**config.mk**
```make
export PLATFORM = sky130hd
export DESIGN_NAME = fp_frame_acc
export DESIGN_NICKNAME = d
export VERILOG_FILES = /design/src/rtl/fp_pkg.sv /design/src/rtl/fp_round_sat.sv /design/src/rtl/fp_frame_acc.sv
export SDC_FILE = /design/constraint.sdc
export NUM_CORES = 1
export LEC_CHECK = 0
export BUFFER_PORTS_ARGS = -buffer_cell sky130_fd_sc_hd__buf_2
export CAP_MARGIN = 10
export CORE_MARGIN = 5
export CORE_UTILIZATION = 35
export CTS_CLUSTER_DIAMETER = 120
export DETAILED_ROUTE_END_ITERATION = 12
export PLACE_DENSITY_LB_ADDON = 0.12
export SETUP_SLACK_MARGIN = 0.05
export SYNTH_ARGS = -nofsm -noshare
export SYNTH_HDL_FRONTEND = slang
export SYNTH_HIERARCHICAL = 1
export SYNTH_SLANG_ARGS = --single-unit
```
**constraint.sdc**
```tcl
create_clock -name i_clk -period 3.3 [get_ports i_clk]
set_input_delay 0.165 -clock i_clk [delete_from_list [all_inputs] [get_ports i_clk]]
set_output_delay 0.165 -clock i_clk [all_outputs]
set_load 0.01 [all_outputs]
```
**src/rtl/fp_pkg.sv**
```systemverilog
// rtl/fp_pkg.sv - default fixed-point formats shared by the multiplier and accumulator path
package fp_pkg;

    localparam int FP_NB_IN   = 20;
    localparam int FP_NBF_IN  = 17;
    localparam int FP_NB_OUT  = 12;
    localparam int FP_NBF_OUT = 11;
    localparam int FP_N_ACC   = 16;

    function automatic int clog2(input int value);
        int r;
        r = 0;
        while ((1 << r) < value) r++;
        return r;
    endfunction

endpackage

```
**src/rtl/fp_round_sat.sv**
```systemverilog
// rtl/fp_round_sat.sv - round (FP_FRAME_ACC_ROUND_EN) or floor, then saturate S(NB_ACC,NBF_IN) to S(NB_OUT,NBF_OUT)
module fp_round_sat
    import fp_pkg::*;
#(
    parameter int NB_ACC  = 24,
    parameter int NBF_IN  = FP_NBF_IN,
    parameter int NB_OUT  = FP_NB_OUT,
    parameter int NBF_OUT = FP_NBF_OUT
) (
    input  logic [NB_ACC-1:0] i_sum,
    output logic [NB_OUT-1:0] o_data,
    output logic              o_ovf
);

    localparam int D = NBF_IN - NBF_OUT;
    localparam logic [NB_OUT-1:0] SAT_MAX = {1'b0, {(NB_OUT-1){1'b1}}};
    localparam logic [NB_OUT-1:0] SAT_MIN = {1'b1, {(NB_OUT-1){1'b0}}};

`ifdef FP_FRAME_ACC_ROUND_EN
    // One guard bit so adding the half-LSB to the most positive sum cannot wrap.
    localparam int W = NB_ACC + 1 - D;
    localparam logic [NB_ACC:0] HALF = (NB_ACC+1)'(2 ** D / 2);
    logic signed [NB_ACC:0] wide;
`else
    localparam int W = NB_ACC - D;
`endif

    logic signed [W-1:0] q;

    always_comb begin
`ifdef FP_FRAME_ACC_ROUND_EN
        wide = {i_sum[NB_ACC-1], i_sum} + HALF;
        q    = W'(wide >>> D);
`else
        q    = W'($signed(i_sum) >>> D);
`endif
    end

    generate
        if (W > NB_OUT) begin : g_sat
            logic [W-NB_OUT:0] hi;
            always_comb begin
                hi     = q[W-1:NB_OUT-1];
                o_ovf  = !((&hi) || !(|hi));
                o_data = q[NB_OUT-1:0];
                if (o_ovf) begin
                    o_data = q[W-1] ? SAT_MIN : SAT_MAX;
                end
            end
        end else begin : g_ext
            always_comb begin
                o_ovf  = 1'b0;
                o_data = NB_OUT'(q);
            end
        end
    endgenerate

endmodule

```
**src/rtl/fp_frame_acc.sv**
```systemverilog
// rtl/fp_frame_acc.sv - frame accumulator of signed products with round/saturate output; FP_FRAME_ACC_ROUND_EN selects round-half-up
module fp_frame_acc
    import fp_pkg::*;
#(
    parameter int NB_IN   = FP_NB_IN,
    parameter int NBF_IN  = FP_NBF_IN,
    parameter int N_ACC   = FP_N_ACC,
    parameter int NB_OUT  = FP_NB_OUT,
    parameter int NBF_OUT = FP_NBF_OUT
) (
    input  logic                             i_clk,
    input  logic                             i_rst_n,
    input  logic                             i_valid,
    input  logic [NB_IN-1:0]                 i_data,
    input  logic                             i_clear,
    output logic                             o_in_ready,
    output logic                             o_valid,
    input  logic                             i_ready,
    output logic [NB_OUT-1:0]                o_data,
    output logic                             o_ovf,
    output logic [NB_IN+clog2(N_ACC)-1:0]    o_acc_fr
);

    localparam int NB_ACC = NB_IN + clog2(N_ACC);
    localparam int CNT_W  = clog2(N_ACC);
    localparam logic [CNT_W-1:0] LAST = CNT_W'(N_ACC - 1);

    logic [NB_ACC-1:0] acc_q, acc_d;
    logic [CNT_W-1:0]  cnt_q, cnt_d;
    logic              valid_q, valid_d;
    logic [NB_OUT-1:0] data_q, data_d;
    logic              ovf_q, ovf_d;
    logic [NB_ACC-1:0] fr_q, fr_d;

    logic [NB_ACC-1:0] sum;
    logic [NB_OUT-1:0] rs_data;
    logic              rs_ovf;
    logic              last_beat;
    logic              in_ready;
    logic              beat;

    // Stall only a frame-completing beat that would overwrite an unaccepted result.
    always_comb begin
        last_beat = (cnt_q == LAST);
        in_ready  = !i_clear && !(valid_q && !i_ready && last_beat);
        beat      = i_valid && in_ready;
        sum       = acc_q + {{(NB_ACC-NB_IN){i_data[NB_IN-1]}}, i_data};
    end

    fp_round_sat #(
        .NB_ACC  (NB_ACC),
        .NBF_IN  (NBF_IN),
        .NB_OUT  (NB_OUT),
        .NBF_OUT (NBF_OUT)
    ) u_round_sat (
        .i_sum  (sum),
        .o_data (rs_data),
        .o_ovf  (rs_ovf)
    );

    always_comb begin
        acc_d   = acc_q;
        cnt_d   = cnt_q;
        valid_d = valid_q && !i_ready;
        data_d  = data_q;
        ovf_d   = ovf_q;
        fr_d    = fr_q;
        if (i_clear) begin
            acc_d = '0;
            cnt_d = '0;
        end else if (beat) begin
            if (last_beat) begin
                acc_d   = '0;
                cnt_d   = '0;
                valid_d = 1'b1;
                data_d  = rs_data;
                ovf_d   = rs_ovf;
                fr_d    = sum;
            end else begin
                acc_d = sum;
                cnt_d = cnt_q + CNT_W'(1);
            end
        end
    end

    always_ff @(posedge i_clk or negedge i_rst_n) begin
        if (!i_rst_n) begin
            acc_q   <= '0;
            cnt_q   <= '0;
            valid_q <= 1'b0;
            data_q  <= '0;
            ovf_q   <= 1'b0;
            fr_q    <= '0;
        end else begin
            acc_q   <= acc_d;
            cnt_q   <= cnt_d;
            valid_q <= valid_d;
            data_q  <= data_d;
            ovf_q   <= ovf_d;
            fr_q    <= fr_d;
        end
    end

    assign o_in_ready = in_ready;
    assign o_valid    = valid_q;
    assign o_data     = data_q;
    assign o_ovf      = ovf_q;
    assign o_acc_fr   = fr_q;

endmodule

```
==> flow_metrics.py <==
metrics = {
    "placed_design": {
        "dp_hpwl_um": 7640,
        "place_congestion": 0.840,
        "place_area_um2": 4630,
        "io_buffers": 63,
        "placed_cells": 585,
        "place_ws_ps": 5.86,
    },
    "timing": {
        "drv_slew": 0,
        "holdWs_ps": 86.2,
        "max_freq_mhz": 323,
        "relSlewSlack": 0.428,
        "grt_setup_unrepaired": "no",
        "post-route-period-util": 0.939,
        "tightest_slew_ps": 854,
        "setup_viol": 0,
        "hold_viol_final": 0,
        "fin_tns_setup_ps": 0,
        "worst_slack_ps": 200,
        "min_period_ps": 3100,
        "skew_ps": 4.76,
    },
    "cts": {
        "insertion_delay_ps": 340,
        "clockBufferDepth": 2,
        "cts_tree": "built",
        "clock_sinks": 66,
        "htree_levels": 3,
        "clk_pin_slew_worst_paths_ps": 50,
        "cts-root-buf": "clkbuf_16",
        "cts_buffers": 9,
    },
    "routing": {
        "drtAntennaViolNets": 0,
        "first_pass_iters": 4,
        "num_vias": 3313,
        "wire_per_inst_um": 17.7,
        "dr_wl_met2_um": 4860,
        "top_layer": "met4",
        "vias_per_cell": 5.47,
        "wl_um": 10700,
        "first_iter_violations": 114,
        "met1_length_um": 5120,
        "wl_met3_um": 473,
        "drcViolationCount": 0,
    },
    "worst_setup_path": {
        "max_stage_delay_ps": 390,
        "endpoint_kind": "register",
        "reg2reg_slack_ps": 200,
        "path_common_cell": "buf_4",
        "crit_chain": "ha_1 > a21o_1 > and4_2 > o2111ai_2 > a31oi_4 > a311oi_2 > xnor2_2 > buf_4 > nor4_2 > nand2_1 > buf_4 > o21a_1 > mux2_2",
        "crit_buf_inv": 2,
        "worstSetupStartpoint": "acc_q[1]$_DFFE_PN0P_",
        "critPathLaunchType": "register",
        "worst_path_max_delay_cell": "dfrtp_1",
        "cp_max_fo": 12,
        "crit_family": "compound AO/OA/AOI/OAI gates",
        "r2r_start": "acc_q[1]$_DFFE_PN0P_",
        "crit_required_ps": 3520,
        "cp_data_arrival_time_ps": 3320,
        "critical_path_class": "register to register",
    },
    "floorplanning": {
        "die_w_um": 118,
        "start_util": 0.356,
        "core_area_um2": 11400,
        "num_io_pins": 64,
        "die_h_um": 118,
        "die-area_um2": 13900,
        "rows": 39,
    },
    "cells_and_area": {
        "multi_input_area_um2": 2320,
        "utilization": 0.442,
        "seq_area_um2": 1650,
        "syn2layout_area_growth_pct": 24.1,
        "finalNonFillerCells": 606,
        "drive_gt1_frac": 0.376,
        "fill_cells": 1135,
        "layout.nets": 508,
        "diodes": 0,
        "stdcell_area_um2": 5040,
    },
    "synth": {
        "syn_inst": 374,
        "async_reset_ff_frac": 1.00,
        "synthFlopType": "dfrtp_1",
        "avgSynthCellArea_um2": 10.9,
        "synth_seq_area_share": 0.407,
        "synth_cell_types": 62,
        "yosys.area.top_type": "dfrtp_1",
        "yosys_warnings": 6,
        "syn-cell-area_um2": 4060,
        "synth-seq-cells": 66,
        "synth_top_area_frac": 0.407,
        "syn_nets": 424,
        "synth_common_cells": "66 x dfrtp_1, 37 x mux2_2, 24 x ha_1",
        "synth_edf_count": 0,
        "yosysMostFrequentCell": "dfrtp_1",
        "synth_area_leaders": "dfrtp_1 41%, mux2_2 10%, ha_1 7.4%, a22o_1 4.5%, xnor2_1 3.7%",
    },
    "power_and_ir_drop": {
        "intPower_mw": 2.19,
        "p_leak_nw": 2.55,
        "pwr-share-comb": 0.455,
        "power.density_nw_per_um2": 693,
        "power_frac_seq": 0.267,
        "p_total_mw": 3.50,
        "irDropWorstVdd_v": 0.000303,
        "clkPwrFrac": 0.278,
        "p_sw_mw": 1.31,
        "sw_frac_of_total": 0.374,
    },
    "grt": {
        "grt_overflow": 0,
        "antenna_found_initial": 0,
        "grt_pass1_wl_um": 17400,
        "grt_use_total": 0.155,
        "grt_max_degree": 38,
        "first_global_vias": 3395,
    },
    "worst_hold_path": {
        "hold_path_startpoint": "i_clear",
        "min_path_type": "input port to register",
    },
    "run": {
        "maxCapViolCount": 0,
    },
    "outcome": {
        "outcome": "finished, final reports clean",
    },
}
==> per-layer routing <==
metal  up-vias  track usage
li1       1593            -
met1      1619        0.200
met2        84        0.241
met3        17       0.0394
met4         0       0.0753
met5         -            0
==> path summary, 6_finish.rpt <==
kind                                         end  depth (start not counted)
max in group asynchronous  acc_q[12]$_DFFE_PN0P_                          3
min reg2reg                 cnt_q[3]$_DFFE_PN0P_                          1
min                         cnt_q[2]$_DFFE_PN0P_                          2
max                            o_ovf$_DFFE_PN0P_                         13
min in group asynchronous   cnt_q[2]$_DFFE_PN0P_                          2
max reg2reg                    o_ovf$_DFFE_PN0P_                         13
==> cell families after synthesis <==
family	count (synthesis)	synth area share
XOR/XNOR	23	0.0530
buffers and inverters	30	0.0431
flip-flops	66	0.407
adder cells (fa/ha/maj)	25	0.0788
AO/OA/AOI/OAI	111	0.197
multiplexers	37	0.103
AND/OR/NAND/NOR	82	0.119
==> power by group through the flow <==
stage / clock (mW) / combinational [mW] / sequential, mW
2_1_floorplan: 0 / 1.03 / 0.933
3_3_place_gp: 0 / 1.47 / 0.945
3_5_place_dp: 0 / 1.48 / 0.945
4_1_cts: 1.01 / 1.48 / 0.933
5_1_grt: 1.04 / 1.72 / 0.942
6_report: 0.973 / 1.59 / 0.933
==> placed cells by master, fill, tap and decap left out, types with 3 or more instances in the layout <==
cell	synthesis	final
inv_1	8	8
mux2_2	37	37
a21oi_1	21	18
a2bb2oi_1	11	11
nor2_1	12	11
buf_2	7	63
a22o_1	21	21
o21ai_0	14	14
a21oi_2	1	4
o21a_1	3	3
a31oi_1	8	8
and3_1	5	5
o21bai_1	3	3
dfrtp_1	66	66
nand2b_1	4	3
nand2_1	17	17
a21o_1	9	9
nand3_1	5	5
xor2_1	5	5
nand4_1	18	18
o211ai_1	3	3
xnor2_1	17	15
clkbuf_16	0	9
ha_1	24	23
buf_4	1	30
==> worst register-to-register path, stage by stage, from the launching register on <==
cell       delay (ps)
dfrtp_1           390
ha_1              270
a21o_1            170
and4_2            260
o2111ai_2         240
a31oi_4           140
a311oi_2          350
xnor2_2           150
buf_4             190
nor4_2            130
nand2_1            80
buf_4             190
o21a_1            170
mux2_2            250
==> area by class of cell <==
type | instances | share of cell area
clock buffer | 12 | 0.0509
clock inverter | 4 | 0.00993
inverter | 8 | 0.00596
multi-input combinational | 279 | 0.461
sequential | 66 | 0.328
tap | 143 | 0.0355
timing repair buffer | 94 | 0.109
==> state kept, by name (all words and copies together) (netlist names) <==
name      flops
o_data       12
o_ovf         1
o_valid       1
o_acc_fr     24
acc_q        24
cnt_q         4
==> timing repair <==
action | 4_1_cts | 5_1_grt
endpoints found under the setup margin | 12 | 12
pin swaps | 0 | 6
resized for setup | 1 | 11
hold buffers | 1 | 0
hold endpoints to repair | 26 | 0
setup buffers | 0 | 3
cloned | 0 | 1
Note: power is estimated with default switching activity, not from simulation.
